`src/rtl/apb_master_engine.sv`:
```
// apb_master_engine: APB3 master stage of the AXI2APB bridge.
// Runs each burst beat as SETUP/ACCESS and reports completion upstream.
module apb_master_engine #(
    parameter int ADDR_WIDTH     = 32,
    parameter int DATA_WIDTH     = 32,
    parameter int TIMEOUT_CYCLES = 16
) (
    input  logic                  clk,
    input  logic                  rst_n,
    input  logic                  wr_trans_i,
    input  logic                  rd_trans_i,
    input  logic [ADDR_WIDTH-1:0] trans_addr_i,
    input  logic [3:0]            burst_len_i,
    input  logic [DATA_WIDTH-1:0] fifo_rdata_i,
    input  logic                  fifo_empty_i,
    output logic                  fifo_rden_o,
    output logic [DATA_WIDTH-1:0] read_data_o,
    output logic                  trans_done_o,
    output logic                  trans_error_o,
    output logic                  busy_o,
    output logic                  psel_o,
    output logic                  penable_o,
    output logic                  pwrite_o,
    output logic [ADDR_WIDTH-1:0] paddr_o,
    output logic [DATA_WIDTH-1:0] pwdata_o,
    input  logic [DATA_WIDTH-1:0] prdata_i,
    input  logic                  pready_i,
    input  logic                  pslverr_i
);
    localparam int WW = $clog2(TIMEOUT_CYCLES);
    localparam logic [WW-1:0] WAIT_MAX = WW'(TIMEOUT_CYCLES - 1);

    typedef enum logic [2:0] {
        IDLE,
        WFETCH,
        SETUP,
        ACCESS,
        COMPLETE
    } state_t;

    state_t state, state_nxt;

    logic                  wr_q, rd_q;
    logic [ADDR_WIDTH-1:0] addr_q;
    logic [3:0]            len_q, beat_q;
    logic [WW-1:0]         wait_q;
    logic                  err_acc_q;
    logic                  pwrite_q;
    logic [DATA_WIDTH-1:0] pwdata_q, rdata_q;
    logic                  error_q;

    logic                  start_rd, start_wr;
    logic                  timeout, beat_end, last_beat, beat_err;
    logic [DATA_WIDTH-1:0] beat_data;

    assign start_rd  = rd_trans_i & ~rd_q;
    assign start_wr  = wr_trans_i & ~wr_q;
    assign timeout   = (wait_q == WAIT_MAX);
    assign beat_end  = (state == ACCESS) && (pready_i || timeout);
    assign last_beat = (beat_q == len_q);
    // A timed-out beat reports an error with zero data
    assign beat_err  = pready_i ? pslverr_i : 1'b1;
    assign beat_data = pready_i ? prdata_i : '0;

    always_ff @(posedge clk or negedge rst_n) begin
        if (!rst_n) state <= IDLE;
        else        state <= state_nxt;
    end

    always_comb begin
        state_nxt = state;
        unique case (state)
            IDLE: begin
                if (start_rd)      state_nxt = SETUP;
                else if (start_wr) state_nxt = WFETCH;
            end
            WFETCH:   if (!fifo_empty_i) state_nxt = SETUP;
            SETUP:    state_nxt = ACCESS;
            ACCESS:   if (beat_end) state_nxt = COMPLETE;
            COMPLETE: begin
                if (last_beat)     state_nxt = IDLE;
                else if (pwrite_q) state_nxt = WFETCH;
                else               state_nxt = SETUP;
            end
            default:  state_nxt = IDLE;
        endcase
    end

    always_comb begin
        psel_o       = (state == SETUP) || (state == ACCESS);
        penable_o    = (state == ACCESS);
        fifo_rden_o  = (state == WFETCH) && !fifo_empty_i;
        trans_done_o = (state == COMPLETE) && (!pwrite_q || last_beat);
        busy_o       = (state != IDLE);
    end

    always_ff @(posedge clk or negedge rst_n) begin
        if (!rst_n) begin
            wr_q      <= 1'b0;
            rd_q      <= 1'b0;
            addr_q    <= '0;
            len_q     <= '0;
            beat_q    <= '0;
            wait_q    <= '0;
            err_acc_q <= 1'b0;
            pwrite_q  <= 1'b0;
            pwdata_q  <= '0;
            rdata_q   <= '0;
            error_q   <= 1'b0;
        end else begin
            wr_q <= wr_trans_i;
            rd_q <= rd_trans_i;
            unique case (state)
                IDLE: begin
                    if (start_rd || start_wr) begin
                        addr_q    <= trans_addr_i;
                        len_q     <= burst_len_i;
                        beat_q    <= '0;
                        err_acc_q <= 1'b0;
                        pwrite_q  <= ~start_rd;
                    end
                end
                WFETCH: if (!fifo_empty_i) pwdata_q <= fifo_rdata_i;
                ACCESS: begin
                    if (beat_end) begin
                        wait_q <= '0;
                        if (!pwrite_q) begin
                            rdata_q <= beat_data;
                            error_q <= beat_err;
                        end else begin
                            err_acc_q <= err_acc_q | beat_err;
                            if (last_beat) begin
                                rdata_q <= '0;
                                error_q <= err_acc_q | beat_err;
                            end
                        end
                    end else begin
                        wait_q <= wait_q + WW'(1);
                    end
                end
                COMPLETE: begin
                    if (!last_beat) begin
                        addr_q <= addr_q + ADDR_WIDTH'(4);
                        beat_q <= beat_q + 4'd1;
                    end
                end
                default: ;
            endcase
        end
    end

    assign pwrite_o      = pwrite_q;
    assign paddr_o       = addr_q;
    assign pwdata_o      = pwdata_q;
    assign read_data_o   = rdata_q;
    assign trans_error_o = error_q;

endmodule

```
`config.mk`:
```
export PLATFORM = sky130hd
export DESIGN_NAME = apb_master_engine
export DESIGN_NICKNAME = d
export VERILOG_FILES = /design/src/rtl/apb_master_engine.sv
export SDC_FILE = /design/constraint.sdc
export NUM_CORES = 1
export LEC_CHECK = 0
export CORE_ASPECT_RATIO = 2
export CORE_MARGIN = 4
export CORE_UTILIZATION = 48
export DETAILED_ROUTE_END_ITERATION = 7
export GPL_ROUTABILITY_DRIVEN = 0
export PLACE_DENSITY = 0.87
export SLEW_MARGIN = 20
export SYNTH_ARGS = -nofsm -noshare
export SYNTH_HDL_FRONTEND = slang
export SYNTH_SLANG_ARGS = --single-unit
```
`constraint.sdc`:
```
create_clock -name clk -period 4.5 [get_ports clk]
set_input_delay 0.675 -clock clk [delete_from_list [all_inputs] [get_ports clk]]
set_output_delay 0.675 -clock clk [all_outputs]
set_load 0.005 [all_outputs]
```
# ---- After elaboration in Yosys (flattened, before gate mapping)
# Cells that the tools add are included.
dict set report word_totals {
  out_inout_bits 103
  inputBits 107
  word_cells 78
  regBits 116
}
dict set report classes {
  reduce_logical 19
  bitwise_logic 7
  mux 24
  add_sub_neg 3
  n_eq_ne 13
}
# operator count
set op_table {}
lappend op_table {{2-to-1 mux 32 bit} 5}
lappend op_table {{case mux 32 bit (2 select lines)} 1}
lappend op_table {{adder 32 x 3 -> 32 bit (second input constant)} 1}
lappend op_table {{case mux 3 bit (5 select lines)} 1}
lappend op_table {{2-to-1 mux 3 bit} 4}
lappend op_table {{2-to-1 mux 4 bit} 3}
lappend op_table {{AND reduction 3 bit} 3}
lappend op_table {{adder 4 x 1 -> 4 bit (second input constant)} 2}
lappend op_table {{case mux 4 bit (2 select lines)} 1}
lappend op_table {{== test 3 x 2 -> 1 bit (second input constant)} 2}
lappend op_table {{2-to-1 mux 1 bit} 6}
lappend op_table {{!= test 2 x 1 -> 1 bit (second input constant)} 3}
lappend op_table {{!= test 2 bit (second input constant)} 3}
lappend op_table {{== test 4 bit} 1}
lappend op_table {{== test 4 bit (second input constant)} 1}
lappend op_table {{logical OR 1 bit} 4}
lappend op_table {{2-to-1 mux 2 bit} 2}
lappend op_table {{NOT 1 bit} 4}
lappend op_table {{AND reduction 2 bit} 2}
lappend op_table {{AND reduction 4 bit} 1}
lappend op_table {{nonzero test 2 bit} 2}
lappend op_table {{== test 3 x 1 -> 1 bit (second input constant)} 1}
lappend op_table {{== test 3 bit (second input constant)} 1}
lappend op_table {{logical AND 1 bit} 3}
lappend op_table {{other kinds (7)} 9}

# ---- Longest topological paths before layout
# Gate-level depths: netlist (run 1).
dict set report depth {
  ltp_word 5
  depth_mapped 8
  depth_no_buf 6
}

# ---- Least setup slack after synthesis (run 1)
# No wires, ideal clock.
dict set report synth_path {
  path_kind {register -> output}
  from {reg state[0]}
  to {out trans_done_o}
  path_stages_with_launch 6
  path_slack_ps 2382
  n_path_buf 3
  arrival_time_ps 1443
  required_ps 3825
  cell_sequence {dfrtp_1 buf_6 or3b_4 clkbuf_1 clkbuf_1 a21oi_1}
}
dict set report synth_via {
  elab_chain_len 2
}
# item line_no
set synth_lines {}
lappend synth_lines {{start: declaration} 41} ;# state_t state, state_nxt;
lappend synth_lines {{start signal: assignment} 67} ;# else state <= state_nxt;
lappend synth_lines {{== test 3 bit} 93} ;# trans_done_o = (state == COMPLETE) && (!pwrite_q || last_beat);
lappend synth_lines {{logical AND 1 bit} 93}
lappend synth_lines {{end: declaration} 18} ;# output logic trans_done_o,
# No other way between the ends.

# ---- Worst setup path after layout (run 1)
dict set report layout_path {
  from {reg beat_q[0]}
  to {out trans_done_o}
}
dict set report layout_via {
  elab_chain_len 3
}
# item line_no
set layout_lines {}
lappend layout_lines {{start: declaration} 45} ;# logic [3:0] len_q, beat_q;
lappend layout_lines {{start signal: assignment} 144} ;# beat_q <= beat_q + 4'd1;
lappend layout_lines {{== test 4 bit} 60} ;# assign last_beat = (beat_q == len_q);
lappend layout_lines {{logical OR 1 bit} 93}
lappend layout_lines {{logical AND 1 bit} 93}
# No other way between the ends.

==> run metrics, run 1 <==
WL met3 around 1100 µm; R2R depth 5; Initial DRC Count 349; worst flop-to-flop path endpoint paddr_o[31]$_DFFE_PN0P_; share of cells above drive strength 1 a little under an eighth; Post-DP HPWL roughly 13000 µm; DIE AREA roughly 13000 µm²; # fillers between 700 and 800; Worst-Skew Late Latency 400 ps; Worst Tran Pin Value ~880 ps; cts bufs inserted 17; post-synth design cell area approximately 5500 µm²; Startpoint Class register; cts hold-fix bufs 0; core area about 11000 µm²; Ys Warns 0; Die W approximately 83 µm; Fmax achieved approximately 0.34 GHz; CTS tree yes; Max Cap Viol 0; vias per inst about 5.8; number of flops mapped to enable cells by yosys 0; I/O pin count between 200 and 250; Max Used Layer met4; Seq/Total Area, Yosys about 53%; Synth async-reset ratio 100%; CP Capture Point trans_done_o; final hold vios 0; most numerous cell in the Yosys netlist dfrtp_1; diodes inserted 0; WP data required 3830 ps; Yosys top cell area share a little over half; WL met1 approximately 6000 µm; Post-DRT Antenna Nets 0; flops & latches, synth approximately 120; status finished clean; clk_skew ~7.6 ps; Synth area leader dfrtp_1; maximum clock insertion buffer count 2; CTS sink count 116; post-CTS setup repair buffer count 0; reg2reg setup slack ~1700 ps; die height 159 µm; Max transition margin between 40% and 50%; area of the multi-input gates 2300 µm²; syn_area_per_cell around 9.9 µm²; CTS root buf clkbuf_16; WL/cell between 15 and 20 µm; Synth Flop Type dfrtp_1; Setup TNS 0 ps; worst hold path type in -> async; WL met2 roughly 9500 µm; beginning of the critical path beat_q[0]$_DFFE_PN0P_; post-CTS resize count 0; WP data arrival ~2300 ps; vias in the first global route 5663; Worst R2R Start state[1]$_DFFE_PN0P_; Synth Instances around 550; CP Capture Type output pin; CP max FO 5; NumNets Final approximately 860; row count 54; GRT overflow 0; RSZ-0062 raised after global routing false; Residual DRC 0; initial core utilization 49.6%; Final Util around three quarters; I/O Buffers 209; fin. max-slew vios 0; drt pass-1 iters 5; Synth area leaders dfrtp_1 (53%), mux2_2 (6.8%), o21ai_0 (4.5%), nand3_1 (4.3%), nand2_1 (3.9%); Tot GR Track Use between 20% and 30%; first-pass GRT wire length roughly 28000 µm; Max rail drop VDD around 0.44 mV; vias about 5300; Netlist cell types 60; final setup violation count 0; htree depth 4; Leak roughly 3.4 nW; largest net degree at the start of global routing 68; crit share post-route 65.7%; min Tclk post-route around 3000 ps; crit path kind reg -> out; WL final about 17000 µm; most instantiated cells after synthesis dfrtp_1 (116), nand2_1 (57), o21ai_0 (49); area grow syn2layout 51.4%; initial antenna violation count 0; syn nets approximately 660; register area around 2900 µm²; PwrDens 680 nW/µm²; clock-pin transition on the worst setup and hold timing paths ~50 ps
## cell families (layout without fill, tap and decap cells)
kind of cell	after synthesis	in the layout	synth area share, %
multiplexers	37	37	7.54
AO/OA/AOI/OAI	132	132	15.4
buffers and inverters	72	286	5.41
XOR/XNOR	6	6	0.963
AND/OR/NAND/NOR	186	186	16.9
flip-flops	116	116	53.2
adder cells (fa/ha/maj)	3	3	0.688
## layer usage
layer  GRT usage (%)  up-vias
met5               0        -
met4            15.8        0
met3            5.24       66
met2            47.8      292
met1            27.3     2552
li1                -     2366
## per-stage QoR
step	power (mW)	instances	hold slack, ps	cell area [µm²]	setup slack [ps]
2_1_floorplan	2.88	552	379	5460	2380
6_report	5.62	906	368	8270	1540
4_1_cts	5.64	906	389	8260	1550
5_1_grt	5.94	906	411	8270	1360
3_3_place_gp	4.12	875	470	7650	1650
3_5_place_dp	4.24	875	474	7660	1550
## final cells by class
cell class / instances / share of cell area, %
Clock buffer: 21 / 5.69
Tap cell: 140 / 2.12
Inverter: 38 / 1.73
Clock inverter: 10 / 1.57
Timing Repair Buffer: 217 / 26.0
Multi-Input combinational cell: 364 / 27.8
Sequential cell: 116 / 35.1
## critical path: stages, from the launching register on
cell,delay [ps]
dfrtp_1,430
xnor2_1,290
nand4_1,370
a21oi_1,250
clkdlybuf4s50_1,540
## cell usage in the layout, fill, tap and decap left out, types with 4 or more instances in the layout
cell type | netlist | routed
nand2_1 | 57 | 57
o22ai_1 | 7 | 7
clkbuf_16 | 0 | 17
and3_1 | 6 | 6
a21oi_1 | 25 | 25
a311oi_1 | 7 | 7
o21ai_0 | 49 | 48
or3_1 | 4 | 4
a31oi_1 | 6 | 6
clkinv_2 | 0 | 5
xnor2_1 | 4 | 4
nand3_1 | 47 | 47
mux2i_1 | 4 | 4
dfrtp_1 | 116 | 116
clkdlybuf4s50_1 | 0 | 208
o32ai_1 | 5 | 5
nor3_1 | 7 | 6
a211oi_1 | 5 | 5
buf_4 | 0 | 9
nand4_1 | 7 | 7
inv_1 | 38 | 38
nor4_1 | 6 | 5
mux2_2 | 33 | 33
nor2_1 | 30 | 30
## worst min path at each step
| stage | endpoint | slack [ps] | cells past startpoint |
|---|---|---|---|
| after floorplan | beat_q[0]$_DFFE_PN0P_ | 380 | 0 |
| after global placement | wait_q[3]$_DFFE_PN0P_ | 470 | 1 |
| after detailed placement | paddr_o[0]$_DFFE_PN0P_ | 470 | 2 |
| after CTS | paddr_o[0]$_DFFE_PN0P_ | 390 | 2 |
| after global routing | len_q[2]$_DFFE_PN0P_ | 410 | 2 |
| final | paddr_o[24]$_DFFE_PN0P_ | 370 | 2 |
## power by group
group	switching (mW)	leakage (nW)	internal, mW	total, mW
sequential	0.443	1.42	1.53	1.98
clock	0.455	0.294	0.905	1.36
combinational	0.979	1.65	1.31	2.29
## state kept, by name (all words and copies together), names as in the netlist, 3 cells and up
| signal | cells |
|---|---|
| paddr_o | 32 |
| read_data_o | 32 |
| wait_q | 4 |
| pwdata_o | 32 |
| state | 3 |
| beat_q | 4 |
| len_q | 4 |
Power figures use the tool's default switching activity.
==> inputs of run 2 (changes only) <==
- CORE_UTILIZATION: 48 -> 44
- PLACE_DENSITY: 0.87 -> 0.8
- clock period: 4.5 -> 2.88 ns (I/O delays scaled with it)
==> run 2 against run 1 <==
Total power rose by 60%. Sequential power rose by 55%. Count of clock-buffer cells in the layout fell by 3. Cell count rose by 1.9%. Sequential share of layout area fell by 0.58 points. Critical path depth fell by 1. Combinational power rose by 58%. Critical path type unchanged.
==> run metrics, run 2 (same netlist as run 1, synthesis figures left out) <==
status finished clean; Startpoint Class register; Max Cap Viol 0; CTS root buf clkbuf_16; Leak ~3.4 nW; post-CTS resize count 0; worst hold path type in -> async; RSZ-0062 raised after global routing false; Pint between 6 and 7 mW; CP max FO 30; worst-path cell chain or3b_4, a21oi_1, clkdlybuf4s50_1; I/O Buffers 209; min Tclk post-route approximately 2700 ps; cts hold-fix bufs 0; Max rail drop VDD approximately 0.65 mV; die height approximately 170 µm; largest net degree at the start of global routing 67; WP data arrival between 2000 and 2500 ps; Setup TNS 0 ps; WL/cell ~19 µm; crit share post-route a little over nine tenths; switch share 33.1%; cts bufs inserted 17; CTS tree yes; Flop pwr share between 30% and 40%; combinational power share ~40%; Residual DRC 0; Max transition margin 51.4%; most frequent cells in the layout clkdlybuf4s50_1 (208), dfrtp_1 (116), nand2_1 (57); CP max stage delay between 600 and 700 ps; hold slack 32.2 ps; final setup violation count 0; clock power share roughly a quarter; drt pass-1 iters 5; share of cells above drive strength 1 roughly an eighth; GRT overflow 0; Fmax achieved 0.366 GHz; NumNets Final ~870; PwrDens approximately 1100 nW/µm²; slowest CP cell or3b_4; Tot GR Track Use 24.4%; most common cell after layout, fill and taps aside clkdlybuf4s50_1; Area after DPL approximately 7700 µm²; DIE AREA 14400 µm²; Post-DP HPWL ~13000 µm; WP data required around 2500 ps; overall power between 9 and 10 mW; crit path kind reg -> out; Psw 2.98 mW; vias in the first global route 5363; Worst-Skew Late Latency 410 ps; CP Capture Type output pin; WL final ~17000 µm; clock-pin transition on the worst setup and hold timing paths 60 ps; Worst Tran Pin Value 729 ps; core area roughly 12000 µm²; clk_skew about 11 ps; final hold vios 0; fin. max-slew vios 0; post-CTS setup repair buffer count 0; CTS sink count around 120; vias per inst 5.57; maximum clock insertion buffer count 2; fin area 8410 µm²; Initial DRC Count between 200 and 300; Post-DRT Antenna Nets 0; I/O pin count between 200 and 250; Die W between 80 and 90 µm; initial antenna violation count 1; initial core utilization ~45%; row count 57; vias a little over 5000; htree depth 4; area grow syn2layout 54.0%; first-pass GRT wire length between 20000 and 30000 µm
-- run 2: area by class of cell --
type / instances / area, µm²
clock inverter: 14 / 225
multi-input combinational: 364 / 2280
clock buffer: 18 / 429
antenna: 1 / 2.50
timing repair buffer: 225 / 2230
fill: 934 / 3720
sequential: 116 / 2900
tap: 147 / 184
inverter: 38 / 143
-- run 2: worst paths after layout --
path / to / depth (start not counted) / slack (ps) / from
worst max register to register: paddr_o[9]$_DFFE_PN0P_ / 6 / 440 / state[0]$_DFFE_PN0P_
worst min register to register: wait_q[3]$_DFFE_PN0P_ / 1 / 480 / wait_q[3]$_DFFE_PN0P_
worst max-delay path: trans_done_o / 3 / 150 / state[0]$_DFFE_PN0P_
min in group clk: wait_q[3]$_DFFE_PN0P_ / 1 / 480 / wait_q[3]$_DFFE_PN0P_
worst min-delay path: paddr_o[9]$_DFFE_PN0P_ / 1 / 30 / rst_n
max in group asynchronous: pwdata_o[23]$_DFFE_PN0P_ / 2 / 2120 / rst_n
-- run 2: stage by stage --
stage	utilization (%)	std cells	worst slack, ps
final	69.3	923	149
after global routing	69.3	923	86.5
after CTS	69.3	922	168
after detailed placement	63.9	890	385
after global placement	63.9	890	440
after floorplan	-	552	940
-- run 2: worst max-delay path, delay by kind of cell (launching register included) --
| family | cells | cell delay, ps |
|---|---|---|
| buf+inv | 1 | 550 |
| compound gates | 1 | 250 |
| simple gates | 1 | 610 |
| flops | 1 | 490 |
-- run 2: per-layer routing --
metal | part of all wire, % | track usage (%)
met5 | 0 | 0
met4 | 5.1 | 14.6
met3 | 5.8 | 5.11
met2 | 56 | 44.5
met1 | 33 | 24.8
-- run 2: power by group through the flow --
stage | sequential, mW | clock (mW) | combinational, mW
2_1_floorplan | 2.98 | 0 | 1.51
3_3_place_gp | 3.02 | 0 | 3.52
3_5_place_dp | 3.08 | 0 | 3.62
4_1_cts | 3.06 | 2.37 | 3.66
5_1_grt | 3.19 | 2.45 | 3.93
6_report | 3.06 | 2.33 | 3.62
==> inputs of run 3 (changes only) <==
- CAP_MARGIN: default -> 0
==> results of run 3 <==
Same layout as run 2: the final DEF is identical, and so are final timing and power.
